==> config.mk <==
export PLATFORM = sky130hd
export DESIGN_NAME = detector_stream_controller
export DESIGN_NICKNAME = d
export VERILOG_FILES = /design/src/rtl/detector_stream_controller.sv
export SDC_FILE = /design/constraint.sdc
export NUM_CORES = 1
export LEC_CHECK = 0
export BUFFER_PORTS_ARGS = -buffer_cell sky130_fd_sc_hd__buf_4
export CAP_MARGIN = 20
export CORE_MARGIN = 3
export CORE_UTILIZATION = 35
export DETAILED_ROUTE_END_ITERATION = 8
export MAX_ROUTING_LAYER = met4
export PLACE_DENSITY = 0.52
export SLEW_MARGIN = 25
export SYNTH_ARGS = -nofsm -noshare
export SYNTH_HDL_FRONTEND = slang
export SYNTH_SLANG_ARGS = --single-unit
==> constraint.sdc <==
create_clock -name clk -period 2.55 [get_ports clk]
set_input_delay 0.1275 -clock clk [delete_from_list [all_inputs] [get_ports clk]]
set_output_delay 0.1275 -clock clk [all_outputs]
set_load 0.1 [all_outputs]
==> src/rtl/detector_stream_controller.sv <==
// Serialises parallel test words into a 01[0*]1 sequence detector, MSB first,
// and counts the detector's z pulses per word with a saturating hit counter.
module detector_stream_controller #(
    parameter int unsigned WIDTH = 16,
    parameter int unsigned CNT_W = 8,
    localparam int unsigned LEN_W = $clog2(WIDTH + 1)
) (
    input  logic             clk,
    input  logic             rst,
    input  logic             load_valid,
    output logic             load_ready,
    input  logic [WIDTH-1:0] load_data,
    input  logic [LEN_W-1:0] load_len,
    input  logic             clear_det,
    input  logic             pause,
    output logic             det_rst,
    output logic             det_ena,
    output logic             det_bit,
    input  logic             det_z,
    output logic             busy,
    output logic             done,
    output logic [CNT_W-1:0] hit_count
);

    typedef enum logic [1:0] {
        IDLE  = 2'd0,
        CLEAR = 2'd1,
        SHIFT = 2'd2,
        DONE  = 2'd3
    } state_t;

    state_t           state;
    logic [WIDTH-1:0] shreg;
    logic [LEN_W-1:0] remaining;
    logic [LEN_W-1:0] accept_len;
    logic             shifting;

    // Oversized lengths are clamped to the full word.
    assign accept_len = (load_len > LEN_W'(WIDTH)) ? LEN_W'(WIDTH) : load_len;

    // Detector-side strobes decode the state directly so reset takes effect at once.
    assign shifting   = ~rst & (state == SHIFT);
    assign load_ready = ~rst & (state == IDLE);
    assign busy       = ~rst & (state != IDLE);
    assign done       = ~rst & (state == DONE);
    assign det_rst    = rst | (state == CLEAR);
    assign det_ena    = shifting & ~pause;
    assign det_bit    = shifting ? shreg[WIDTH-1] : 1'b1;

    always_ff @(posedge clk) begin
        if (rst) begin
            state     <= IDLE;
            shreg     <= '0;
            remaining <= '0;
            hit_count <= '0;
        end else begin
            case (state)
                IDLE: begin
                    if (load_valid) begin
                        // Left-justify so the first bit to send sits in the MSB.
                        shreg     <= load_data << (LEN_W'(WIDTH) - accept_len);
                        remaining <= accept_len;
                        hit_count <= '0;
                        if (accept_len == '0) begin
                            state <= DONE;
                        end else if (clear_det) begin
                            state <= CLEAR;
                        end else begin
                            state <= SHIFT;
                        end
                    end
                end
                CLEAR: begin
                    state <= SHIFT;
                end
                SHIFT: begin
                    if (!pause) begin
                        shreg     <= shreg << 1;
                        remaining <= remaining - LEN_W'(1);
                        if (det_z && (hit_count != {CNT_W{1'b1}})) begin
                            hit_count <= hit_count + CNT_W'(1);
                        end
                        if (remaining == LEN_W'(1)) begin
                            state <= DONE;
                        end
                    end
                end
                DONE: begin
                    state <= IDLE;
                end
                default: begin
                    state <= IDLE;
                end
            endcase
        end
    end

endmodule

== Word-level counts from Yosys, hierarchy flattened ==
Index checks and enable logic that the tools add are counted.
Word-level totals
  output and inout bits: 14
  register bits after elaboration: 31
Cells by class
  shift-type cells: 1
  muxes and demuxes: 18
  bitwise logic cells: 8
  reduce and logical (&&, ||, !) cells: 8
  order comparisons: 1
  add/sub/neg operators: 3
  eq/ne operators: 9
Operators by type and width (count)
  $mux 16: 2
  $pmux 16 s2: 1
  $mux 8: 3
  $pmux 8 s2: 1
  $shl 16x5->16: 1
  $mux 5: 3
  $mux 2: 5
  $pmux 5 s2: 1
  $add 8x1->8 const B: 1
  $ne 8x8->1 const B: 1
  $pmux 2 s4: 1
  $reduce_and 3->1: 2
  $and 1x1->1: 5
  $eq 5x1->1 const B: 1
  $gt 5x5->1 const B: 1
  $logic_not 5->1: 1
  $sub 5x1->5 const B: 1
  $sub 5x5->5 const A: 1
  $eq 2x2->1 const B: 2
  $ne 2x1->1 const B: 2
  $ne 2x2->1 const B: 2
  $reduce_and 4->1: 1
  $reduce_bool 2->1: 2
  $eq 2x1->1 const B: 1
  other kinds (5): 6

== Logic depth before layout (Yosys ltp) ==
  word-level depth: 6
  depth in mapped cells: 10
  depth with buffers taken out: 10

== Worst setup path before layout ==
OpenSTA, ideal clock, no wires.
  path kind: reg-to-output
  start: register state[0]
  end: output det_ena
  arrival: 2.941 ns
  stages on the path, launching flop included: 6
  slack: -0.519 ns
  buffers on the path: 1
  path through: dfxtp_1 > inv_1 > ha_1 > inv_1 > clkbuf_1 > nor3_1
Between the ends
  longest elaborated chain between the ends: 3
Ends and longest elaborated chain
  start, declared: line 32  | state_t state;
  start signal, assigned: line 52  | state <= IDLE;
  start signal, assigned: line 65  | state <= DONE;
  start signal, assigned: line 67  | state <= CLEAR;
  $eq 2x2->1: line 42  | assign shifting = ~rst & (state == SHIFT);
  $and 1x1->1: line 42
  $and 1x1->1: line 47  | assign det_ena = shifting & ~pause;
  end, declared: line 17  | output logic det_ena,
No other way between the ends.

== Worst setup path in the final report ==
  start: register state[0]
  end: register hit_count[7]
Between the ends
  longest elaborated chain between the ends: 3
  elaborated cells on any way between the ends: 8
Ends and longest elaborated chain
  $eq 2x2->1 or $logic_not 2->1 (tied branches): line 57  | case (state)
  $ne 2x1->1 (no source line) (tied with other cells)
  $reduce_and 4->1 (no source line)
  end signal, assigned: line 81  | hit_count <= hit_count + CNT_W'(1);
  end, declared: line 22  | output logic [CNT_W-1:0] hit_count
Several ways; a longest one is shown, not always the timed one.
A chain may end at the register's enable or synchronous reset.

==> flow_summary.yaml <==
pwr:
  ir_worst_vdd_mv: 0.348
  clkPwrFrac_pct: 18.8
  intPower_mw: 1.50
  p_sw_share_pct: 44.9
  p_leak_nw: 1.24
  p_sw_mw: 1.22
  power_density_nw_per_um2: 908
  seqPwrFrac_pct: 25.8
  combPwrFrac_pct: 55.4
run_status:
  status: "completed"
cells_and_area:
  fillers: 661
  fin_area_um2: 2990
  layout.nets: 387
  multi_input_area_um2: 1660
  syn2layout_area_growth_pct: 24.6
  drive_above_1_share_pct: 25.0
  regArea_um2: 621
  diodes: 0
timing:
  rsz0062_at_grt: "false"
  drv_slew: 0
  tns_ns: 0
  finalCriticalPeriod_ns: 2.27
  final-hold-violation-count: 0
  slew_headroom_pct: 67.5
  setup_viol_count_final: 0
  max_freq_mhz: 440
  fin_crit_sh_pct: 89.2
  fin_skew_ns: 0.00630
  tightest_slew_ns: 0.476
drt:
  drtPass1Iterations: 5
  first_iter_violations: 105
  num_vias: 2355
  ant_nets: 0
  drc_errors: 0
  post_drt_wl_per_cell_um: 16.1
  viasPerCell: 5.49
  routed_wl_um: 6910
die:
  die_area_um2: 7900
  start_util_pct: 37.0
  core.rowCount: 29
  fp.coreArea_um2: 6490
  io_pins: 41
  die_x_um: 88.9
  chipHeight_um: 88.9
setup_path:
  worst_r2r_startpoint: "state[0]$_SDFFE_PP0P_"
  r2r_end: "hit_count[7]$_SDFFE_PP0P_"
  worst-r2r-setup-slack_ns: 0.28
  cpPeakStageDelay_ns: 0.40
  required_ns: 2.72
  setup.worst_path.class: "reg2reg"
  crit_top_cell: "mux2_2"
  crit_slowest_cell: "mux2_2"
  path_cells: "inv_1 > ha_1 > mux2_2 > nand2_1 > a211oi_1 > nand3_1 > mux2_2"
  r2r_cells: 7
  cp.arrival_ns: 2.45
  cp_max_fo: 12
  cp-start-kind: "flip-flop"
  worstSetupEndpointType: "flip-flop"
yosys:
  syn-num-nets: 338
  yosysWarnings: 0
  seq_area_frac_synth_pct: 25.8
  ys_async_sr_fraction_pct: 0
  synth_cell_types: 53
  yosys.area.top_type: "dfxtp_1"
  synth_edf_count: 0
  synth_cells: 302
  ys_top_cells_by_area: "dfxtp_1 26%, mux2i_1 8.7%, nor2_1 5.3%, a21oi_1 4.8%, ha_1 4.7%"
  synth_top_cell_area_share_pct: 25.8
  ys_seq_elements: 31
  synth_area_um2: 2400
  synthFlopType: "dfxtp_1"
  syn_avg_cell_area_um2: 7.96
clocking:
  postCtsResizedCells: 0
  cts.sinks: 31
  clk_pin_slew_worst_paths_ns: 0.07
  cts_tree: "yes"
  holdBufCountCts: 0
  ctsRootBufferMaster: "clkbuf_8"
  htreeDepth: 2
  post_cts_buffers: 0
  clkLatencyLatePin_ns: 0.28
  clockBufferDepth: 2
  cts_buffers: 5
placement:
  hpwlAfterDp_um: 5310
  dpl_cell_area_um2: 2880
  gp_congestion: 0.892
  numPortBuffers: 40
global_routing:
  grt_max_degree: 29
  top_usage_layer: "met2"
  use_met3_pct: 3.72
  grt_overflow: 0
  grt_use_met1_pct: 25.8
  grt_pass1_wl_um: 11500
  grt_pass1_vias: 2298
  grt_util_all_layers_pct: 19.4
  use_met2_pct: 30.0
  grt_antenna_before_repair: 0
worst_hold_path:
  hp-class: "in2reg"
  min-delay-start: "clear_det"
  hold_path_end: "state[1]$_SDFFE_PP0P_"
  worstHoldPathCells: 3
run:
  drv_cap: 0
## metrics by stage
step                setup WS [ns]  hold slack [ns]  power [mW]  util (%)  instances
floorplan                  0.0679            0.371        1.80         -        302
global placement            0.185            0.447        2.21      44.3        421
detailed placement          0.152            0.454        2.21      44.3        421
CTS                         0.265            0.172        2.73      46.1        429
global route               0.0916            0.181        2.93      46.1        429
finish                      0.275            0.180        2.72      46.1        429
## layout by cell type (no fill, tap or decap), types with 5 or more instances in the layout
| master | n |
|---|---|
| dfxtp_1 | 31 |
| a221oi_1 | 5 |
| o21ai_0 | 14 |
| nand2_1 | 27 |
| ha_1 | 9 |
| clkbuf_8 | 6 |
| inv_1 | 11 |
| nor3_1 | 11 |
| a211oi_1 | 7 |
| nor2_1 | 34 |
| nand3_1 | 9 |
| xnor2_1 | 5 |
| buf_4 | 60 |
| a21oi_1 | 23 |
| mux2i_1 | 21 |
## power by group through the flow
stage               logic [mW]  registers, mW  clock network, mW
floorplan                 1.10          0.699                  0
global placement          1.50          0.709                  0
detailed placement        1.50          0.711                  0
CTS                       1.50          0.702              0.524
global route              1.66          0.724              0.544
finish                    1.51          0.701              0.512
## cells in the mapped netlist (all sizes together), types with 5 or more instances
| cell | count |
|---|---|
| nor2 | 35 |
| dfxtp | 31 |
| nand2 | 27 |
| a21oi | 23 |
| mux2i | 21 |
| o21ai | 18 |
| nor3 | 14 |
| clkbuf | 12 |
| inv | 12 |
| ha | 9 |
| nand3 | 9 |
| mux2 | 8 |
| a211oi | 7 |
| a221oi | 6 |
| buf | 6 |
| xnor2 | 6 |
| nand2b | 5 |
| nor2b | 5 |
## per-layer routing
metal / wire, µm / vias to the layer above / share of wire (%)
li1: - / 1194 / -
met1: 3330 / 1100 / 48
met2: 3190 / 59 / 46
met3: 338 / 2 / 4.9
met4: 45 / 0 / 0.65
met5: 0 / - / 0
## flip-flops by register name, indices dropped and copies added, names as in the netlist
| name | count |
|---|---|
| remaining | 5 |
| shreg | 16 |
| hit_count | 8 |
| state | 2 |
## layout make-up
class | instances | share of cell area, %
repair buffers | 60 | 15.0
multi-input cells | 241 | 55.6
flip-flops and latches | 31 | 20.7
clock inverters | 2 | 1.17
well taps | 77 | 3.22
clock buffers | 6 | 2.76
inverters | 12 | 1.50
## logic make-up after synthesis
group / count (synthesis) / synth area share, %
fa+ha+maj: 9 / 4.69
flops: 31 / 25.8
compound gates: 76 / 20.5
xor+xnor: 7 / 3.64
simple gates: 116 / 23.9
buf+inv: 30 / 5.15
mux: 33 / 16.2
## worst max-delay path, delay by kind of cell (launching register included)
| family | cells | cell delay, ns |
|---|---|---|
| AOI/OAI and AO/OA | 1 | 0.38 |
| and+or+nand+nor | 2 | 0.33 |
| muxes | 2 | 0.68 |
| buffers and inverters | 1 | 0.08 |
| DFF | 1 | 0.39 |
| adders and majority gates | 1 | 0.28 |
## how the worst max path moves through the flow
stage / from / end / depth (start not counted) / slack [ns]
after floorplan: hit_count[0]$_SDFFE_PP0P_ / hit_count[7]$_SDFFE_PP0P_ / 6 / 0.07
after global placement: load_len[0] / shreg[3]$_SDFFE_PP0P_ / 10 / 0.19
after detailed placement: load_len[4] / shreg[7]$_SDFFE_PP0P_ / 8 / 0.15
after CTS: state[0]$_SDFFE_PP0P_ / hit_count[7]$_SDFFE_PP0P_ / 7 / 0.26
after global routing: state[0]$_SDFFE_PP0P_ / shreg[3]$_SDFFE_PP0P_ / 9 / 0.09
final: state[0]$_SDFFE_PP0P_ / hit_count[7]$_SDFFE_PP0P_ / 7 / 0.28
(Power assumes the default switching activity.)
